### src/rtl/rr_grant_arbiter.sv
// -----------------------------------------------------------------------------
// rr_grant_arbiter
// Round-robin arbiter sharing one decoded resource among N requesters.
// The winner index is registered and decoded (with enable) into a one-hot
// grant. A hold timer bounds tenure so no requester can starve the others,
// and every release passes through at least one IDLE cycle so the downstream
// decoder always sees a gnt=0 gap between owners.
//
// Ports
//   clk      in   1     rising-edge clock
//   rst      in   1     synchronous, active-high reset
//   en       in   1     arbiter/decoder enable; 0 = no grant issued
//   req      in   N     level-sensitive request vector, bit i = requester i
//   done     in   1     current owner releases the resource this cycle
//   gnt      out  N     one-hot grant, all-zero when idle or disabled
//   gnt_idx  out  IDXW  index of current owner, meaningful only when busy=1
//   busy     out  1     high while a grant is held
//   timeout  out  1     one-cycle pulse after a grant is revoked by the timer
// -----------------------------------------------------------------------------
module rr_grant_arbiter #(
    parameter int N        = 4,
    parameter int IDXW     = 2,
    parameter int MAX_HOLD = 15
) (
    input  logic            clk,
    input  logic            rst,
    input  logic            en,
    input  logic [N-1:0]    req,
    input  logic            done,
    output logic [N-1:0]    gnt,
    output logic [IDXW-1:0] gnt_idx,
    output logic            busy,
    output logic            timeout
);

    // Hold counter only needs to reach MAX_HOLD-1; keep one bit when disabled.
    localparam int HCW = (MAX_HOLD > 0) ? $clog2(MAX_HOLD + 1) : 1;
    localparam logic [HCW-1:0] HOLD_LAST = (MAX_HOLD > 0) ? HCW'(MAX_HOLD - 1) : '0;

    typedef enum logic {
        S_IDLE,
        S_GRANT
    } state_e;

    state_e          state_q, state_d;
    logic [IDXW-1:0] idx_q, idx_d;
    logic [IDXW-1:0] ptr_q, ptr_d;
    logic [HCW-1:0]  hold_q, hold_d;
    logic            timeout_q, timeout_d;

    logic [IDXW-1:0] win_idx;
    logic            win_vld;

    // Rotating priority scan: ptr, ptr+1, ..., N-1, 0, ..., ptr-1.
    always_comb begin
        int              j;
        logic [IDXW-1:0] jj;
        win_idx = '0;
        win_vld = 1'b0;
        j       = 0;
        jj      = '0;
        for (int k = 0; k < N; k++) begin
            j = int'(ptr_q) + k;
            if (j >= N) begin
                j = j - N;
            end
            jj = IDXW'(j);
            if (!win_vld && req[jj]) begin
                win_vld = 1'b1;
                win_idx = jj;
            end
        end
    end

    always_comb begin
        logic rel;
        state_d   = state_q;
        idx_d     = idx_q;
        ptr_d     = ptr_q;
        hold_d    = hold_q;
        timeout_d = 1'b0;
        rel       = 1'b0;
        case (state_q)
            S_IDLE: begin
                if (en && win_vld) begin
                    state_d = S_GRANT;
                    idx_d   = win_idx;
                    hold_d  = '0;
                end
            end
            S_GRANT: begin
                // Priority order: disable, voluntary release/drop, timer.
                // A done coinciding with the limit is a normal release.
                if (!en || done || !req[idx_q]) begin
                    rel = 1'b1;
                end else if ((MAX_HOLD != 0) && (hold_q == HOLD_LAST)) begin
                    rel       = 1'b1;
                    timeout_d = 1'b1;
                end else begin
                    hold_d = hold_q + 1'b1;
                end
                if (rel) begin
                    state_d = S_IDLE;
                    ptr_d   = (idx_q == IDXW'(N - 1)) ? '0 : idx_q + 1'b1;
                end
            end
            default: begin
                state_d = S_IDLE;
            end
        endcase
    end

    always_ff @(posedge clk) begin
        if (rst) begin
            state_q   <= S_IDLE;
            idx_q     <= '0;
            ptr_q     <= '0;
            hold_q    <= '0;
            timeout_q <= 1'b0;
        end else begin
            state_q   <= state_d;
            idx_q     <= idx_d;
            ptr_q     <= ptr_d;
            hold_q    <= hold_d;
            timeout_q <= timeout_d;
        end
    end

    assign busy    = (state_q == S_GRANT);
    assign gnt_idx = idx_q;
    assign timeout = timeout_q;
    assign gnt     = busy ? ({{(N-1){1'b0}}, 1'b1} << idx_q) : '0;

endmodule

### config.mk
export PLATFORM = sky130hd
export DESIGN_NAME = rr_grant_arbiter
export DESIGN_NICKNAME = d
export VERILOG_FILES = /design/src/rtl/rr_grant_arbiter.sv
export SDC_FILE = /design/constraint.sdc
export NUM_CORES = 1
export LEC_CHECK = 0
export BUFFER_PORTS_ARGS = -buffer_cell sky130_fd_sc_hd__buf_2
export CORE_UTILIZATION = 55
export CTS_BUF_LIST = sky130_fd_sc_hd__clkbuf_8 sky130_fd_sc_hd__clkbuf_16
export DETAILED_ROUTE_END_ITERATION = 8
export GPL_ROUTABILITY_DRIVEN = 0
export HOLD_SLACK_MARGIN = 0.05
export PLACE_DENSITY = 0.81
export SLEW_MARGIN = 20
export SYNTH_ARGS = -nofsm -noshare
export SYNTH_HDL_FRONTEND = slang
export SYNTH_SLANG_ARGS = --single-unit
### constraint.sdc
create_clock -name clk -period 2.8 [get_ports clk]
set_input_delay 0.28 -clock clk [delete_from_list [all_inputs] [get_ports clk]]
set_output_delay 0.28 -clock clk [all_outputs]
set_load 0.01 [all_outputs]
Word-level counts from Yosys, hierarchy flattened
Index checks and enable logic that the tools add are counted.
Cells by class
  add/sub/neg operators: 9
  multiply operators: 0
  divide/modulo/power cells: 0
  magnitude comparators: 9
  equal/unequal tests: 5
  shifts and indexed selects: 1
  muxes and demuxes: 34
  bitwise operators: 1
  reduce and logical (&&, ||, !) cells: 15
Operators by type and width (number)
  2-bit 2-to-1 mux: 9
  4-bit 2-to-1 mux: 4
  2-bit by 3-bit < comparator with 1-bit output, second input constant: 5
  1-bit 2-to-1 mux: 14
  1-bit binary-select mux with 2-bit select: 5
  3-bit >= comparator, second input constant: 3
  4-bit one-hot mux with 2 select lines: 1
  2-bit by 1-bit subtractor with 2-bit output, second input constant: 4
  2-bit by 2-bit adder with 3-bit output, second input constant: 2
  2-bit != test, second input constant: 3
  1-bit logical NOT: 5
  4-bit by 1-bit adder with 4-bit output, second input constant: 1
  4-bit == test, second input constant: 1
  1-bit logical AND: 4
  2-bit AND reduction: 2
  1-bit by 2-bit << shifter with 4-bit output, first input constant: 1
  2-bit by 1-bit adder with 3-bit output, second input constant: 1
  2-bit by 3-bit >= comparator with 1-bit output, second input constant: 1
  3-bit AND reduction: 1
  3-bit OR reduction: 1
  2-bit by 1-bit adder with 2-bit output, second input constant: 1
  2-bit == test, second input constant: 1
  1-bit logical OR: 2
  1-bit one-hot mux with 2 select lines: 1
  1-bit NOT: 1
Word-level totals
  register bits after elaboration: 10
  latch bits: 0
  RAM bits: 0
  memory bits (read-only): 0
  input port bits: 8
  output and inout bits: 8
  logic and storage cells: 79
  memories kept: 0

Longest topological paths before layout
Gate-level depths: netlist (run 1).
  word-level depth: 17
  depth in mapped cells: 6
  depth with buffers taken out: 5

Least setup slack after synthesis (run 1)
No wires, ideal clock.
  kind: register to register
  from: reg idx_q[0] (netlist: gnt_idx[0])
  to: reg ptr_q[0]
  setup time: 0.121 ns
  data arrival time: 1.523 ns
  data required time: 2.679 ns
  path slack: 1.157 ns
  stages on the path, launching flop included: 5
  buffers on the path: 0
  period minus slack after synthesis: 1.643 ns
  cell sequence: dfxtp_1 > mux2_2 > a22oi_1 > o21a_1 > mux2_2
Between the ends
  cells in the longest elaborated chain, start to end: 7
  elaborated cells on any way between the ends: 10
  those cells by class: 1 x add/sub; 1 x eq/ne; 5 x mux; 3 x reduce/logical
Ends and longest elaborated chain
  start, declared: RTL line 46  | logic [IDXW-1:0] idx_q, idx_d;
  start signal, assigned: RTL line 122  | idx_q <= idx_d;
  1-bit binary-select mux with 2-bit select: RTL line 94  | if (!en || done || !req[idx_q]) begin
  1-bit 2-to-1 mux (not written as such): RTL line 94
  1-bit logical NOT: RTL line 94
  1-bit logical OR: RTL line 94
  1-bit 2-to-1 mux: RTL line 94
  1-bit 2-to-1 mux: RTL line 83  | case (state_q)
  2-bit AND reduction (no line)
  end signal, assigned: RTL line 123  | ptr_q <= ptr_d;
  end, declared: RTL line 47  | logic [IDXW-1:0] ptr_q, ptr_d;
Several ways; a longest one is shown, not always the timed one. The select of a mux whose other input is x is not followed.
A chain may end at the register's enable or synchronous reset.

Final worst setup path (run 1)
Same ends and word-level chain as after synthesis.

==> metrics.cfg, run 1 <==
[synth]
yosys_warnings=0
synth_edf_count=0
syn_avg_cell_area_um2=8.962
yosysSeqAreaShare_pct=27.92
yosysMostFrequentCell=dfxtp_1
synth_area_um2=716.9
synth_top_area_share_pct=27.92
yosys-top-cells-area=dfxtp_1 28%, ha_1 10%, a21oi_1 5.6%
synth_area_leader_cell=dfxtp_1
synth_async_sr_flop_share_pct=0
syn_nets=94
synth_cell_types=34
synth_common_cells=10 x dfxtp_1, 8 x a21oi_1, 6 x ha_1
synth_ff_type=dfxtp_1
synth-seq-cells=10
syn_inst=80

[finish]
final_cell_count_no_fill=111
fin_util_pct=73.70
area.growth.synth_to_final_pct=18.85
insertedDiodeCount=0
drive_above_1_share_pct=28.87
fin_nets=112

[floorplanning]
die_y_um=38.11
initial_utilization_pct=62.01
core_mm2=0.001156
die_x_um=38.11
rows=12
dieArea_mm2=0.001452
ios=16

[global_route]
grt_pass1_wl_um=2580
grt_overflow_total=0
grt_usage_pct=26.13
grt_pass1_vias=595
grt_max_degree=13
antenna_found_initial=0

[sta]
slew_headroom_pct=78.40
tns_ns=0
fin_worst_skew_ns=0.001438
whs_ns=0.3619
max_freq_mhz=582.4
rsz0062_at_grt=no
hold_viol=0
slew_viol_final=0
tightest_slew_ns=0.3236
finalSetupViolations=0
finalCriticalPeriod_ns=1.717
period_share_pct=61.32

[drt]
final_antenna_net_count=0
first_iter_violations=6
drc_errors=0
vias_per_cell=6.117
top_layer=met4
wl_met2_um=716
wl_per_cell_um=14.49
finalWirelength_um=1608
wl_met1_um=776
dr.pass1.iters=4
wl_met3_um=83
num_vias=679

[power]
vdd_ir_drop_max_uv=412.7
p_leak_nw=0.3546
cellPowerDensity_mw_per_mm2=461.6

[run_status]
outcome=completed

[clock_network]
clock_path_buffers=2
numCtsBuffers=3
clock_latency_ns=0.24
cts_tree=done
root_buffer=clkbuf_8
h-tree-depth=1
clk_pin_slew_ns=0.05
cts_hold_buf=0
clock_sinks=10
ctsResizeCount=0
post_cts_buffers=0

[setup_path]
start_kind=register
crit_chain=mux2_2, a22oi_1, o21a_1, mux2_2
critPathTopFamily=multiplexers
crit_path_end_kind=register
cp_data_required_time_ns=2.93
cp_max_fo=8
crit_buf_inv=0
cp_slowest_stage_delay_ns=0.48
arrival_ns=1.85
crit_top_cell=mux2_2
crit_path_top_delay_cell=dfxtp_1
crit_type=register to register

[hold_path]
hold_path_class=primary input to register

[placement]
place_inst=107
port_buffers=15
hpwl_um=1155

[job]
maxCapViolCount=0

## where the power goes
part           switching [W]  internal (W)   total, W
Sequential        0.00000777      0.000147   0.000155
Combinational      0.0000296     0.0000255  0.0000551
Clock              0.0000594      0.000124   0.000183
## sequential cells by signal, indices dropped and copies added (netlist names)
name / count
hold_q: 4
gnt_idx: 2
timeout: 1
ptr_q: 2
busy: 1
## placed cells by master, fill, tap and decap left out, types with 4 or more instances in the layout
cell / n
dfxtp_1: 10
a21oi_1: 8
and2_1: 4
nand3_1: 4
nor2_1: 4
clkbuf_8: 4
o211ai_1: 4
buf_2: 15
ha_1: 6
inv_1: 4
## per-stage QoR
| stage | setup WS (ns) | instance area (um^2) | power, W |
|---|---|---|---|
| 2_1_floorplan | 1.157 | 716.9 | 0.0001905 |
| 3_3_place_gp | 1.167 | 797.0 | 0.0002098 |
| 3_5_place_dp | 1.082 | 797.0 | 0.0002112 |
| 4_1_cts | 1.086 | 852.1 | 0.0003948 |
| 5_1_grt | 0.9881 | 852.1 | 0.0004078 |
| 6_report | 1.083 | 852.1 | 0.0003933 |
## cell families after synthesis
kind of cell	share of synthesized area [%]
AOI/OAI and AO/OA	18.85
adders and majority gates	10.47
buffers and inverters	3.839
DFF	27.92
muxes	7.504
and+or+nand+nor	31.41
## routing by layer
layer  up-vias  GRT usage [%]
met5         -              0
met3         6          6.395
li1        334              -
met1       314          32.62
met4         0          15.18
met2        25          40.25
## worst reg2reg max path: stages (launching register included)
cell,delay [ns]
dfxtp_1,0.48
mux2_2,0.41
a22oi_1,0.19
o21a_1,0.20
mux2_2,0.33
## path summary, 6_finish.rpt
check	cells past startpoint	endpoint	startpoint	slack (ns)
setup / recovery	4	ptr_q[0]	gnt_idx[0]	1.08
hold / removal	2	hold_q[3]	rst	0.36
setup reg to reg	4	ptr_q[0]	gnt_idx[0]	1.08
hold reg to reg	2	hold_q[3]	hold_q[3]	0.52
## cell type report
| type | count | area (um^2) |
|---|---|---|
| fill | 88 | 304.0 |
| sequential | 10 | 200.2 |
| tap | 14 | 17.52 |
| timing repair buffer | 15 | 75.07 |
| multi-input combinational | 64 | 489.2 |
| clock buffer | 4 | 55.05 |
| inverter | 4 | 15.01 |
Note: power is estimated with default switching activity, not from simulation.
==> inputs of run 2 (changes only) <==
ABC_AREA = 1   (was unset)
CORE_UTILIZATION = 53   (was 55)
PLACE_DENSITY = 0.77   (was 0.81)
clock period = 1.75 ns   (was 2.8 ns; I/O delays follow)
==> run 2 against run 1 <==
Net effect: sequential share of layout area shrank 3.2 points; final area grew 16%; global-route usage shrank 3.5 points; wire length grew 12%; highest routed layer unchanged; register-to-register slack lost 0.90 ns; via count grew 26%; synthesized area grew 19%; worst setup slack lost 0.90 ns; clock power grew 57%; fmax grew 9.7%; combinational power grew to 4.7 times the previous value; count of clock-buffer cells in the layout is the same.
==> metrics.cfg, run 2 <==
[run_status]
outcome=completed  ; unchanged

[synth]
synth-seq-cells=10  ; unchanged
synth_async_sr_flop_share_pct=0  ; unchanged
yosys_warnings=0  ; unchanged
synth_cell_types=20  ; was 34
syn_inst=132  ; was 80
yosysSeqAreaShare_pct=23.53  ; was 27.92%
synth_top_area_share_pct=23.53  ; was 27.92%
synth_area_leader_cell=dfxtp_1  ; unchanged
yosysMostFrequentCell=nand2_1  ; was dfxtp_1
synth_common_cells=37 x nand2_1, 15 x inv_1, 12 x nor2_1  ; was 10 x dfxtp_1, 8 x a21oi_1, 6 x ha_1
syn_avg_cell_area_um2=6.446  ; was 8.962 um^2
synth_ff_type=dfxtp_1  ; unchanged
synth_edf_count=0  ; unchanged
syn_nets=146  ; was 94
yosys-top-cells-area=dfxtp_1 24%, nand2_1 16%, ha_1 8.8%  ; was dfxtp_1 28%, ha_1 10%, a21oi_1 5.6%
synth_area_um2=850.8  ; was 716.9 um^2

[drt]
dr.pass1.iters=4  ; unchanged
drc_errors=0  ; unchanged
wl_per_cell_um=10.88  ; was 14.49 um
first_iter_violations=11  ; was 6
num_vias=854  ; was 679
final_antenna_net_count=0  ; unchanged
finalWirelength_um=1796  ; was 1608 um
vias_per_cell=5.176  ; was 6.117

[sta]
finalSetupViolations=0  ; unchanged
period_share_pct=89.44  ; was 61.32%
worst_slack_ns=0.1848  ; was 1.083 ns
rsz0062_at_grt=no  ; unchanged
tightest_slew_ns=0.3536  ; was 0.3236 ns
whs_ns=0.2009  ; was 0.3619 ns
finalCriticalPeriod_ns=1.565  ; was 1.717 ns
fin_worst_skew_ns=0.004132  ; was 0.001438 ns
hold_viol=0  ; unchanged
max_freq_mhz=638.9  ; was 582.4 MHz
slew_viol_final=0  ; unchanged
slew_headroom_pct=76.40  ; was 78.40%
tns_ns=0  ; unchanged

[floorplanning]
core_mm2=0.001506  ; was 0.001156 mm^2
ios=16  ; unchanged
rows=14  ; was 12
die_y_um=42.07  ; was 38.11 um
die_x_um=42.07  ; was 38.11 um
initial_utilization_pct=56.48  ; was 62.01%
dieArea_mm2=0.001769  ; was 0.001452 mm^2

[finish]
regMostFlops=hold_q  ; unchanged
final_cell_count_no_fill=165  ; was 111
drive_above_1_share_pct=26.17  ; was 28.87%
insertedDiodeCount=0  ; unchanged
area.growth.synth_to_final_pct=16.47  ; was 18.85%
final_common_cell=nand2_1  ; was buf_2
fin_nets=164  ; was 112
design_area_um2=991.0  ; was 852.1 um^2
final_cell_mix=37 x nand2_1, 15 x inv_1, 15 x buf_2  ; was 15 x buf_2, 10 x dfxtp_1, 8 x a21oi_1
largest_reg_flops=4  ; unchanged

[setup_path]
start_kind=register  ; unchanged
r2r_start=ptr_q[0]  ; was gnt_idx[0]
crit_path_top_delay_cell=dfxtp_2  ; was dfxtp_1
crit_chain=inv_2, nand2_1, nand2_1, nand2_2, nand2_4, nor2_4, nand3_2, nand2_4, nand2_4, nor2_4, nand2_1, nand2_1  ; was mux2_2, a22oi_1, o21a_1, mux2_2
crit_path_end_kind=register  ; unchanged
cp_slowest_stage_delay_ns=0.44  ; was 0.48 ns
arrival_ns=1.74  ; was 1.85 ns
crit_type=register to register  ; unchanged
rrSetupSlack_ns=0.18  ; was 1.08 ns
reg2reg_to=hold_q[2]  ; was ptr_q[0]
cp_data_required_time_ns=1.93  ; was 2.93 ns
r2r_cells=12  ; was 4
cp_max_fo=11  ; was 8
crit_top_cell=nand2_1  ; was mux2_2

[global_route]
antenna_found_initial=0  ; unchanged
grt_pass1_wl_um=3146  ; was 2580 um
grt_overflow_total=0  ; unchanged
grt_pass1_vias=808  ; was 595
grt_usage_pct=22.58  ; was 26.13%
grt_max_degree=12  ; was 13

[power]
vdd_ir_drop_max_uv=675.9  ; was 412.7 uV
p_switching_w=0.0002833  ; was 0.00009676 W
sw_frac_of_total_pct=34.69  ; was 24.60%
p_leak_nw=0.5376  ; was 0.3546 nW
combinationalPowerShare_pct=31.5  ; was 14.0%
sequentialPowerShare_pct=33.2  ; was 39.4%
pwr-share-clk_pct=35.3  ; was 46.6%
cellPowerDensity_mw_per_mm2=824.3  ; was 461.6 mW/mm^2
internal_power_w=0.0005335  ; was 0.0002965 W

[clock_network]
post_cts_buffers=0  ; unchanged
h-tree-depth=1  ; unchanged
clock_path_buffers=2  ; unchanged
clock_sinks=10  ; unchanged
cts_tree=done  ; unchanged
root_buffer=clkbuf_8  ; unchanged
clock_latency_ns=0.24  ; about the same
clk_pin_slew_ns=0.05  ; about the same
cts_hold_buf=0  ; unchanged
numCtsBuffers=3  ; unchanged

[placement]
port_buffers=15  ; unchanged
place_inst=161  ; was 107
place_ws_ns=0.07057  ; was 1.082 ns
placed_area_um2=934.6  ; was 797.0 um^2
hpwl_um=1462  ; was 1155 um

[hold_path]
hold_path_class=primary input to register  ; unchanged
worstHoldStart=rst  ; unchanged
min_delay_worst_endpoint=hold_q[3]  ; unchanged
min_path_cells=2  ; unchanged

[job]
maxCapViolCount=0  ; unchanged

==> run 2: cell types whose count changed after synthesis, sizes merged, moves of 3 or more <==
cell    previous run  this run
nor2               4        15
nand2              3        48
and2               4         0
nand4              0         4
mux2               3         0
o211ai             4         1
inv                4        18
o21ai              0         7
nand3              4        10
==> run 2: cells by family (layout without fill, tap and decap cells) <==
group	Yosys count	in the layout	synth area share, %
compound gates	17	17	10.29
simple gates	78	78	47.06
buf+inv	20	37	9.264
fa+ha+maj	6	6	8.823
flops	10	10	23.53
xor+xnor	1	1	1.030
==> run 2: how the worst max path moves through the flow <==
stage	from	endpoint	slack [ns]	cells past startpoint
finish	ptr_q[0]	hold_q[2]	0.18	12
floorplan	gnt_idx[0]	hold_q[2]	0.41	9
global placement	ptr_q[0]	hold_q[2]	0.13	12
global route	ptr_q[0]	hold_q[2]	0.04	12
detailed placement	ptr_q[0]	hold_q[1]	0.07	12
CTS	ptr_q[0]	hold_q[2]	0.04	12
==> run 2: stage by stage <==
stage	total power (W)	utilization (%)
4_1_cts	0.0008192	65.70
3_5_place_dp	0.0005338	62.04
6_report	0.0008168	65.78
2_1_floorplan	0.0004723	-
3_3_place_gp	0.0005266	62.04
5_1_grt	0.0008761	65.78
==> run 2: per-layer routing <==
| metal | GRT usage [%] | vias up | part of all wire (%) |
|---|---|---|---|
| li1 | - | 453 | - |
| met2 | 42.50 | 12 | 54 |
| met4 | 10.63 | 0 | 2.0 |
| met5 | 0 | - | 0 |
| met3 | 3.017 | 4 | 1.6 |
| met1 | 24.60 | 385 | 42 |
==> run 2: final cells by class <==
type	count	area, um^2
fillers	139	515.5
well taps	16	20.02
multi-input cells	102	571.8
inverters	18	67.56
clock buffers	4	55.05
flip-flops and latches	10	201.4
repair buffers	15	75.07
==> run 2: timing repair <==
item                                    4_1_cts  5_1_grt
resized for setup                             0        1
endpoints found under the hold margin         0        0
endpoints found under the setup margin        0        6
==> run 2: worst max-delay path: cells and delay by family, from the launching register on <==
kind / cells / cell delay (ns)
simple gates: 11 / 0.97
buf+inv: 1 / 0.11
flops: 1 / 0.44
==> run 2: power groups by stage <==
stage	Sequential (W)	Combinational [W]	Clock, W
after floorplan	0.000265	0.000207	0
after global placement	0.000274	0.000252	0
after detailed placement	0.000275	0.000259	0
after CTS	0.000271	0.000260	0.000289
after global routing	0.000276	0.000296	0.000305
final	0.000271	0.000258	0.000288
==> inputs of run 3 (changes only) <==
REMOVE_ABC_BUFFERS = 1   (was unset)
==> run 3 against run 2 <==
Net effect: final cell count is the same; register-to-register slack gained 0.05 ns; largest power group unchanged; global-route usage grew 0.52 points; total power grew 0.63%; worst setup slack gained 0.046 ns; critical endpoint unchanged; non-clock buffer count is the same; die area is the same; via count shrank 1.9%; fmax grew 3.0%; combinational power is essentially flat; clock skew shrank 0.0015 ns; highest routed layer unchanged; clock power is essentially flat.
==> metrics.cfg, run 3 (same netlist as run 2, synthesis figures left out) <==
[run_status]
outcome=completed  ; unchanged

[finish]
drive_above_1_share_pct=26.17  ; unchanged
final_cell_count_no_fill=165  ; unchanged
area.growth.synth_to_final_pct=16.47  ; unchanged
insertedDiodeCount=0  ; unchanged
fin_nets=164  ; unchanged
regMostFlops=hold_q  ; unchanged
final_common_cell=nand2_1  ; unchanged
final_cell_mix=37 x nand2_1, 15 x inv_1, 15 x buf_2  ; unchanged
largest_reg_flops=4  ; unchanged
n_fill_cell=151  ; was 139

[setup_path]
cp_max_fo=11  ; unchanged
crit_path_end_kind=register  ; unchanged
cp_data_required_time_ns=1.93  ; about the same
arrival_ns=1.70  ; was 1.74 ns
critPathTopFamily=simple AND/OR/NAND/NOR gates  ; unchanged
crit_type=register to register  ; unchanged
crit_chain=inv_2, nand2_1, nand2_1, nand2_2, nand2_4, nor2_4, nand3_2, nand2_4, nand2_4, nor2_4, nand2_1, nand2_1  ; unchanged
crit_top_cell=nand2_1  ; unchanged
r2r_start=ptr_q[0]  ; unchanged
reg2reg_to=hold_q[2]  ; unchanged
cp_slowest_stage_delay_ns=0.44  ; about the same
start_kind=register  ; unchanged
crit_buf_inv=1  ; unchanged
rrSetupSlack_ns=0.23  ; was 0.18 ns
crit_path_top_delay_cell=dfxtp_2  ; unchanged
r2r_cells=12  ; unchanged

[drt]
finalWirelength_um=1850  ; was 1796 um
vias_per_cell=5.079  ; was 5.176
first_iter_violations=18  ; was 11
dr.pass1.iters=4  ; unchanged
wl_per_cell_um=11.21  ; was 10.88 um
final_antenna_net_count=0  ; unchanged
num_vias=838  ; was 854
drc_errors=0  ; unchanged

[hold_path]
worstHoldStart=rst  ; unchanged
hold_path_class=primary input to register  ; unchanged
min_path_cells=2  ; unchanged
min_delay_worst_endpoint=busy  ; was hold_q[3]

[placement]
port_buffers=15  ; unchanged
place_inst=161  ; unchanged
hpwl_um=1469  ; was 1462 um

[power]
vdd_ir_drop_max_uv=572.4  ; was 675.9 uV
cellPowerDensity_mw_per_mm2=829.5  ; was 824.3 mW/mm^2
p_leak_nw=0.5376  ; unchanged

[global_route]
grt_max_degree=12  ; unchanged
grt_pass1_wl_um=3201  ; was 3146 um
antenna_found_initial=0  ; unchanged
grt_pass1_vias=749  ; was 808
grt_usage_pct=23.10  ; was 22.58%
grt_overflow_total=0  ; unchanged

[clock_network]
cts_tree=done  ; unchanged
clock_latency_ns=0.24  ; about the same
h-tree-depth=1  ; unchanged
clk_pin_slew_ns=0.05  ; about the same
root_buffer=clkbuf_8  ; unchanged
clock_path_buffers=2  ; unchanged
clock_sinks=10  ; unchanged
numCtsBuffers=3  ; unchanged

[sta]
fin_worst_skew_ns=0.002648  ; was 0.004132 ns
finalSetupViolations=0  ; unchanged
slew_viol_final=0  ; unchanged
slew_headroom_pct=74.79  ; was 76.40%
rsz0062_at_grt=no  ; unchanged
hold_viol=0  ; unchanged
finalCriticalPeriod_ns=1.519  ; was 1.565 ns
period_share_pct=86.82  ; was 89.44%
tns_ns=0  ; unchanged
max_freq_mhz=658.2  ; was 638.9 MHz
tightest_slew_ns=0.3776  ; was 0.3536 ns

[floorplanning]
dieArea_mm2=0.001769  ; unchanged
die_y_um=42.07  ; unchanged
initial_utilization_pct=56.48  ; unchanged
ios=16  ; unchanged
rows=14  ; unchanged
core_mm2=0.001506  ; unchanged
die_x_um=42.07  ; unchanged

[job]
maxCapViolCount=0  ; unchanged

-- run 3: cell counts in the layout (fill, tap and decap cells not counted) --
No cell type changed its count.
-- run 3: area by class of cell --
| cell class | count | area, um^2 | area share, % |
|---|---|---|---|
| sequential | 10 | 201.4 | 20.33 |
| clock buffer | 4 | 55.05 | 5.556 |
| inverter | 18 | 67.56 | 6.818 |
| tap | 16 | 20.02 | 2.020 |
| timing repair buffer | 15 | 75.07 | 7.576 |
| multi-input combinational | 102 | 571.8 | 57.70 |
-- run 3: worst max path at each step --
stage                     from        end  slack (ns)  cells past startpoint
finish                ptr_q[0]  hold_q[2]        0.23                     12
global route        gnt_idx[0]  hold_q[2]        0.06                      9
CTS                   ptr_q[0]  hold_q[2]        0.09                     12
detailed placement    ptr_q[0]  hold_q[2]        0.11                     10
global placement      ptr_q[0]  hold_q[1]        0.19                     10
floorplan             ptr_q[0]  hold_q[2]        0.30                     12
-- run 3: per-stage QoR --
step / hold WS (ns) / util (%) / instance area [um^2] / setup WS (ns) / total power [W]
6_report: 0.1852 / 65.78 / 991.0 / 0.2306 / 0.0008220
5_1_grt: 0.1908 / 65.78 / 991.0 / 0.05821 / 0.0008740
4_1_cts: 0.1843 / 65.70 / 989.7 / 0.09050 / 0.0008239
3_5_place_dp: 0.4334 / 62.04 / 934.6 / 0.1069 / 0.0005341
3_3_place_gp: 0.4378 / 62.04 / 934.6 / 0.1897 / 0.0005246
2_1_floorplan: 0.2441 / - / 839.6 / 0.2977 / 0.0004678
-- run 3: what timing repair did --
action	4_1_cts	5_1_grt
endpoints found under the setup margin	0	6
buffers inserted	0	0
hold buffers	0	0
resized for setup	0	1
endpoints found under the hold margin	0	0
-- run 3: worst register-to-register path: stages, from the launching register on --
cell and delay, ns:
dfxtp_2 0.44, inv_2 0.11, nand2_1 0.07, nand2_1 0.08
nand2_2 0.10, nand2_4 0.07, nor2_4 0.11, nand3_2 0.09
nand2_4 0.11, nand2_4 0.07, nor2_4 0.08, nand2_1 0.06
nand2_1 0.06
-- run 3: layer usage --
metal	routed length (um)	GRT usage, %	vias up	part of all wire (%)
li1	-	-	452	-
met1	835	29.07	369	45
met2	949	40.94	14	51
met3	50	2.586	3	2.7
met4	15	7.500	0	0.81
met5	0	0	-	0
-- run 3: power breakdown --
| group | switching [W] | internal, W | total [W] |
|---|---|---|---|
| logic | 0.000168 | 0.0000934 | 0.000261 |
| clock network | 0.0000923 | 0.000198 | 0.000290 |
| registers | 0.0000281 | 0.000243 | 0.000271 |
